<file path="src/rtl/encoder32x5_batch.sv">
// encoder32x5_batch: captures a multi-hot request batch and streams out the index of each set bit
module encoder32x5_batch #(
   parameter int N_REQ     = 32,
   parameter int IDX_W     = 5,
   parameter bit LSB_FIRST = 1'b1
) (
   input  logic             clk,
   input  logic             rst_n,
   input  logic             en,
   input  logic [N_REQ-1:0] req,
   input  logic             req_valid,
   output logic             req_ready,
   output logic [IDX_W-1:0] idx,
   output logic             idx_valid,
   input  logic             idx_ready,
   output logic [IDX_W:0]   pending_cnt,
   output logic             batch_done
);
   localparam logic [0:0] IDLE = 1'b0;
   localparam logic [0:0] EMIT = 1'b1;
   logic [0:0]       state;
   logic [N_REQ-1:0] mask;
   logic [N_REQ-1:0] sel;
   logic             xfer;
   logic             last;
   assign req_ready = (state == IDLE) && en;
   assign idx_valid = (state == EMIT);
   assign xfer      = idx_valid && idx_ready;
   assign last      = (pending_cnt == (IDX_W+1)'(1));
   // idx and pending_cnt come only from the registered mask, so they hold while stalled
   always_comb begin
      idx = '0;
      for (int i = 0; i < N_REQ; i++)
         if (mask[LSB_FIRST ? N_REQ-1-i : i]) idx = IDX_W'(LSB_FIRST ? N_REQ-1-i : i);
   end
   always_comb begin
      pending_cnt = '0;
      for (int i = 0; i < N_REQ; i++) pending_cnt = pending_cnt + (IDX_W+1)'(mask[i]);
   end
   always_comb begin
      sel      = '0;
      sel[idx] = 1'b1;
   end
   always_ff @(posedge clk or negedge rst_n) begin
      if (!rst_n) begin
         state      <= IDLE;
         mask       <= '0;
         batch_done <= 1'b0;
      end else begin
         batch_done <= xfer && last;
         if (state == IDLE) begin
            if (req_valid && req_ready && |req) begin
               mask  <= req;
               state <= EMIT;
            end
         end else if (xfer) begin
            mask <= mask & ~sel;
            if (last) state <= IDLE;
         end
      end
   end
endmodule

</file>
<file path="config.mk">
export PLATFORM = sky130hd
export DESIGN_NAME = encoder32x5_batch
export DESIGN_NICKNAME = d
export VERILOG_FILES = /design/src/rtl/encoder32x5_batch.sv
export SDC_FILE = /design/constraint.sdc
export NUM_CORES = 1
export LEC_CHECK = 0
export BUFFER_PORTS_ARGS = -buffer_cell sky130_fd_sc_hd__buf_2
export CELL_PAD_IN_SITES_DETAIL_PLACEMENT = 1
export CELL_PAD_IN_SITES_GLOBAL_PLACEMENT = 2
export CORE_UTILIZATION = 37
export DETAILED_ROUTE_END_ITERATION = 7
export PLACE_DENSITY = 0.89
export SLEW_MARGIN = 20
export SYNTH_ARGS = -nofsm -noshare
export SYNTH_HDL_FRONTEND = slang
export SYNTH_SLANG_ARGS = --single-unit
export TNS_END_PERCENT = 5
</file>
<file path="constraint.sdc">
create_clock -name clk -period 14.2 [get_ports clk]
set_clock_uncertainty 0.1 [all_clocks]
set_input_delay 2.84 -clock clk [delete_from_list [all_inputs] [get_ports clk]]
set_output_delay 2.84 -clock clk [all_outputs]
set_load 0.01 [all_outputs]
</file>
==> impl_metrics.py, run 1 <==
metrics = {
    "min_path": {
        "hp-class": "reg -> reg",
        "min-delay-start": "mask[5]$_DFFE_PN0P_",
    },
    "layout": {
        "fillCellCount": 935,
        "drive_above_1_share_pct": 18.5,
        "syn_to_final_growth_pct": 14.9,
        "nets": 440,
        "n_antenna_cell": 0,
    },
    "cts": {
        "cts-root-buf": "clkbuf_8",
        "cts-resized-gates": 0,
        "cts.path.max_buffers": 2,
        "clock_latency_ns": 0.29,
        "postCtsSetupRepairBufs": 0,
        "cts_made_buffers": 5,
        "cts.sinks": 34,
        "clkTransAtPathRegs_ns": 0.08,
        "cts_hold_buf": 0,
        "cts_tree": "done",
        "h-tree-depth": 2,
    },
    "global_routing": {
        "grt_pass1_wl_um": 16500,
        "grt_max_degree": 41,
        "antenna_found_initial": 0,
        "track_usage_pct": 26.1,
        "grt_overflow": 0,
        "grt_pass1_vias": 2949,
    },
    "critical_path": {
        "critical_path_arrival_ns": 5.14,
        "setup.worst_path.end_class": "output port",
        "required_ns": 11.26,
        "crit_start": "mask[17]$_DFFE_PN0P_",
        "crit_path_top_delay_cell": "fa_1",
        "slowest_delay_ns": 0.57,
        "timing_worst_setup_path_type": "reg -> out",
        "cp_common_cell": "fa_1",
        "critical_path.cell_chain": "fa_1, inv_1, fa_1, inv_1, fa_1, inv_1, fa_1, fa_1, fa_1, inv_1, ha_1, inv_1, fa_1, inv_1, a21o_1, a21oi_1, xnor2_1, buf_2",
        "startpoint_type": "register",
        "r2r-start": "mask[17]$_DFFE_PN0P_",
        "cp_max_fo": 7,
    },
    "detailed_routing": {
        "dr_total_vias": 2817,
        "drt_wl_total_um": 10000,
        "detail-route-antenna-nets": 0,
        "drtIter0Drc": 167,
        "drc": 0,
        "avgViaCountPerCell": 5.93,
        "first_pass_iters": 4,
        "routedWlPerCell_um": 21.1,
    },
    "die": {
        "fp.dieW_um": 91.2,
        "coreArea_um2": 7730,
        "rows": 32,
        "ios": 51,
        "die-area_um2": 8320,
        "die_y_um": 91.2,
        "start_util_pct": 38.1,
    },
    "synth": {
        "synth_area_um2": 2940,
        "ys_seq_area_share_pct": 28.9,
        "ys_types": 57,
        "synthCells": 322,
        "syn_nets": 390,
        "synth_commonest_cells": "inv_1 (46), dfrtp_1 (34), nand2_1 (26), fa_1 (24), o21ai_0 (24)",
        "synth-seq-cells": 34,
        "synthTopCellsByArea": "dfrtp_1 (29%), fa_1 (16%), inv_1 (5.9%)",
        "synth.most_common_cell": "inv_1",
        "synth_top_area_share_pct": 28.9,
        "yosysWarnings": 0,
        "synth-edff-count": 0,
        "yosys.area.top_type": "dfrtp_1",
        "synth-main-ff-cell": "dfrtp_1",
        "ys_async_sr_fraction_pct": 100,
        "syn_avg_cell_area_um2": 9.14,
    },
    "timing": {
        "maxSlewHeadroom_pct": 32.5,
        "rsz0062_at_grt": "no",
        "worstMarginPinSlew_ns": 1.00,
        "max_freq_ghz": 0.124,
        "timing.final.crit_share_pct": 56.9,
        "drv_slew": 0,
        "hold_viol_final": 0,
        "period_needed_ns": 8.08,
        "setup-violations-final": 0,
        "finalSetupTns_ns": 0,
    },
    "place": {
        "hpwl_um": 7930,
        "routabilityCongestion": 0.910,
        "port_buffers": 50,
    },
    "flow_run": {
        "max-cap-violations": 0,
    },
    "outcome": {
        "status": "finished clean",
    },
}
==> area by class of cell <==
class / instances / area [um2] / share of cell area, %
repair buffers: 51 / 258 / 7.62
well taps: 102 / 128 / 3.77
inverters: 46 / 173 / 5.11
flip-flops and latches: 34 / 851 / 25.2
clock inverters: 3 / 21.3 / 0.629
clock buffers: 5 / 68.8 / 2.03
multi-input cells: 234 / 1880 / 55.7
==> cells by family (layout without fill, tap and decap cells) <==
family	count (synthesis)	count (layout)	synth area share, %
AO/OA/AOI/OAI	111	111	27.9
XOR/XNOR	3	3	0.893
adder cells (fa/ha/maj)	31	31	19.3
buffers and inverters	54	105	7.14
flip-flops	34	34	28.9
AND/OR/NAND/NOR	89	89	15.9
==> final timing paths <==
check | end | slack [ns] | depth (start not counted)
hold reg to reg | mask[5]$_DFFE_PN0P_ | 0.49 | 2
min in group asynchronous | mask[21]$_DFFE_PN0P_ | 2.54 | 1
max in group asynchronous | mask[6]$_DFFE_PN0P_ | 10.93 | 1
hold / removal | mask[5]$_DFFE_PN0P_ | 0.49 | 2
setup / recovery | pending_cnt[4] | 6.12 | 18
setup reg to reg | idx_valid$_DFF_PN0_ | 8.70 | 19
==> state kept, by name, summed over array words and instances, names as in the netlist <==
name	count
mask	32
idx_valid	1
batch_done	1
==> stage by stage <==
stage          hold slack [ns]  utilization, %  setup slack, ns  instance area [um2]  std cells
2_1_floorplan            0.406               -             6.71                 2940        322
3_3_place_gp             0.449            42.6             6.54                 3290        467
3_5_place_dp             0.463            42.6             6.40                 3290        467
4_1_cts                  0.480            43.8             6.06                 3380        475
5_1_grt                  0.519            43.8             5.81                 3380        475
6_report                 0.490            43.8             6.12                 3380        475
==> layout by cell type (no fill, tap or decap), types with 5 or more instances in the layout <==
cell       n
inv_1     46
a21oi_1   13
a21o_1     6
buf_2     50
nor3_1     5
nor4_1    18
a22oi_1    8
a22o_1     7
nor2_1    15
o31ai_1    7
ha_1       7
fa_1      24
nand2_1   26
dfrtp_1   34
o21ai_0   24
clkbuf_8   5
==> routing by layer <==
layer  global-route usage, %  wire, um  up-vias
li1                        -         -     1287
met1                    35.6      4450     1415
met2                    43.9      4890      105
met3                    3.35       579       10
met4                    6.75       125        0
met5                       0         0        -
==> worst max-delay path: cells and delay by family, from the launching register on <==
family          cells  cell delay, ns
compound gates      2            0.17
flops               1            0.46
xor+xnor            1            0.19
buf+inv             7            0.53
fa+ha+maj           8            3.50
Power of run 1 is not shown: default switching activity piles up to over one toggle a cycle in this logic, so the estimate is an artifact.
==> run 2, diff against run 1 <==
--- a/config.mk
+++ b/config.mk
@@ -8,9 +8,9 @@
 export BUFFER_PORTS_ARGS = -buffer_cell sky130_fd_sc_hd__buf_2
 export CELL_PAD_IN_SITES_DETAIL_PLACEMENT = 1
 export CELL_PAD_IN_SITES_GLOBAL_PLACEMENT = 2
-export CORE_UTILIZATION = 37
+export CORE_UTILIZATION = 31
 export DETAILED_ROUTE_END_ITERATION = 7
-export PLACE_DENSITY = 0.89
+export PLACE_DENSITY = 0.8
 export SLEW_MARGIN = 20
 export SYNTH_ARGS = -nofsm -noshare
 export SYNTH_HDL_FRONTEND = slang
==> constraint.sdc (replaced) <==
create_clock -name clk -period 7.4 [get_ports clk]
set_clock_uncertainty 0.1 [all_clocks]
set_input_delay 1.48 -clock clk [delete_from_list [all_inputs] [get_ports clk]]
set_output_delay 1.48 -clock clk [all_outputs]
set_load 0.01 [all_outputs]
==> impl_metrics.py, run 2 (same netlist as run 1, synthesis figures left out) <==
metrics = {
    "outcome": {
        "status": "finished clean",
    },
    "die": {
        "die_y_um": 99.5,
        "ios": 51,
        "coreArea_um2": 9240,
        "rows": 35,
        "fp.dieW_um": 99.5,
        "start_util_pct": 31.9,
        "die-area_um2": 9890,
    },
    "timing": {
        "drv_slew": 0,
        "period_needed_ns": 6.70,
        "worstMarginPinSlew_ns": 1.02,
        "setup-violations-final": 0,
        "hold_viol_final": 0,
        "rsz0062_at_grt": "no",
        "finalSetupTns_ns": 0,
        "maxSlewHeadroom_pct": 31.5,
        "max_freq_ghz": 0.149,
        "timing.final.crit_share_pct": 90.6,
    },
    "detailed_routing": {
        "drc": 0,
        "drtIter0Drc": 151,
        "first_pass_iters": 4,
        "drt_wl_total_um": 10200,
        "routedWlPerCell_um": 20.3,
        "detail-route-antenna-nets": 0,
        "dr_total_vias": 2823,
        "avgViaCountPerCell": 5.62,
    },
    "critical_path": {
        "r2r_setup_slack_ns": 2.01,
        "cp_max_fo": 7,
        "crit_start": "mask[17]$_DFFE_PN0P_",
        "rr_worst_depth": 19,
        "startpoint_type": "register",
        "critical_path_arrival_ns": 5.12,
        "required_ns": 5.82,
        "timing_worst_setup_path_type": "reg -> out",
        "setup.worst_path.end_class": "output port",
        "r2r-end": "idx_valid$_DFF_PN0_",
        "r2r-start": "mask[17]$_DFFE_PN0P_",
    },
    "layout": {
        "final_cell_mix": "buf_2 (50), inv_1 (46), dfrtp_1 (34)",
        "nets": 440,
        "largest_register_ffs": 32,
        "largest_register": "mask",
        "drive_above_1_share_pct": 18.2,
        "fillCellCount": 1134,
        "final_common_cell": "buf_2",
        "n_antenna_cell": 0,
        "syn_to_final_growth_pct": 16.1,
    },
    "global_routing": {
        "grt_overflow": 0,
        "antenna_found_initial": 0,
        "grt_pass1_vias": 2938,
        "track_usage_pct": 22.1,
        "grt_pass1_wl_um": 16500,
        "grt_max_degree": 40,
    },
    "cts": {
        "h-tree-depth": 2,
        "cts.path.max_buffers": 2,
        "cts-root-buf": "clkbuf_8",
        "cts-resized-gates": 0,
        "cts_tree": "done",
        "postCtsSetupRepairBufs": 0,
        "cts_made_buffers": 5,
        "clkTransAtPathRegs_ns": 0.08,
        "cts.sinks": 34,
        "clock_latency_ns": 0.30,
        "cts_hold_buf": 0,
    },
    "min_path": {
        "hold_depth": 1,
        "hold_end": "mask[8]$_DFFE_PN0P_",
        "min-delay-start": "mask[8]$_DFFE_PN0P_",
        "hp-class": "reg -> reg",
    },
    "place": {
        "port_buffers": 50,
        "hpwl_um": 7920,
        "routabilityCongestion": 0.880,
    },
    "flow_run": {
        "max-cap-violations": 0,
    },
}
## run 2: per-layer routing
layer,routed length [um],vias up,GRT usage [%]
met2,4830,96,36.1
met5,0,-,0
met1,4620,1434,29.6
li1,-,1279,-
met3,572,14,4.57
met4,184,0,6.22
## run 2: how the worst max path moves through the flow
stage	endpoint	slack [ns]	depth (start not counted)
6_report	pending_cnt[4]	0.70	18
5_1_grt	pending_cnt[4]	0.46	18
4_1_cts	pending_cnt[4]	0.68	18
3_5_place_dp	pending_cnt[4]	1.03	18
3_3_place_gp	pending_cnt[4]	1.10	18
2_1_floorplan	pending_cnt[4]	1.27	17
## run 2: area by class of cell
class                           count  area (um2)  area share (%)
Multi-Input combinational cell    234        1880            55.1
Clock buffer                        7        86.3            2.53
Inverter                           46         173            5.05
Clock inverter                      1        5.00           0.146
Timing Repair Buffer               51         258            7.54
Sequential cell                    34         851            24.9
Tap cell                          129         161            4.72
## run 2: worst max-delay path, stage by stage, from the launching register on
cell and delay (ns):
dfrtp_1 0.46, fa_1 0.56, inv_1 0.05, fa_1 0.51
inv_1 0.05, fa_1 0.50, inv_1 0.05, fa_1 0.45
fa_1 0.53, fa_1 0.41, inv_1 0.07, ha_1 0.16
inv_1 0.06, fa_1 0.40, inv_1 0.07, a21o_1 0.10
a21oi_1 0.07, xnor2_1 0.17, buf_2 0.16
## run 2: metrics by stage
| step | hold WS, ns | area (um2) | instances | worst slack, ns | utilization [%] |
|---|---|---|---|---|---|
| floorplan | 0.406 | 2940 | 322 | 1.27 | - |
| detailed placement | 0.459 | 3330 | 494 | 1.03 | 36.0 |
| global placement | 0.442 | 3330 | 494 | 1.10 | 36.0 |
| CTS | 0.475 | 3420 | 502 | 0.684 | 37.0 |
| finish | 0.483 | 3420 | 502 | 0.699 | 37.0 |
| global route | 0.486 | 3420 | 502 | 0.463 | 37.0 |
Power of run 2 is left out for the same reason.
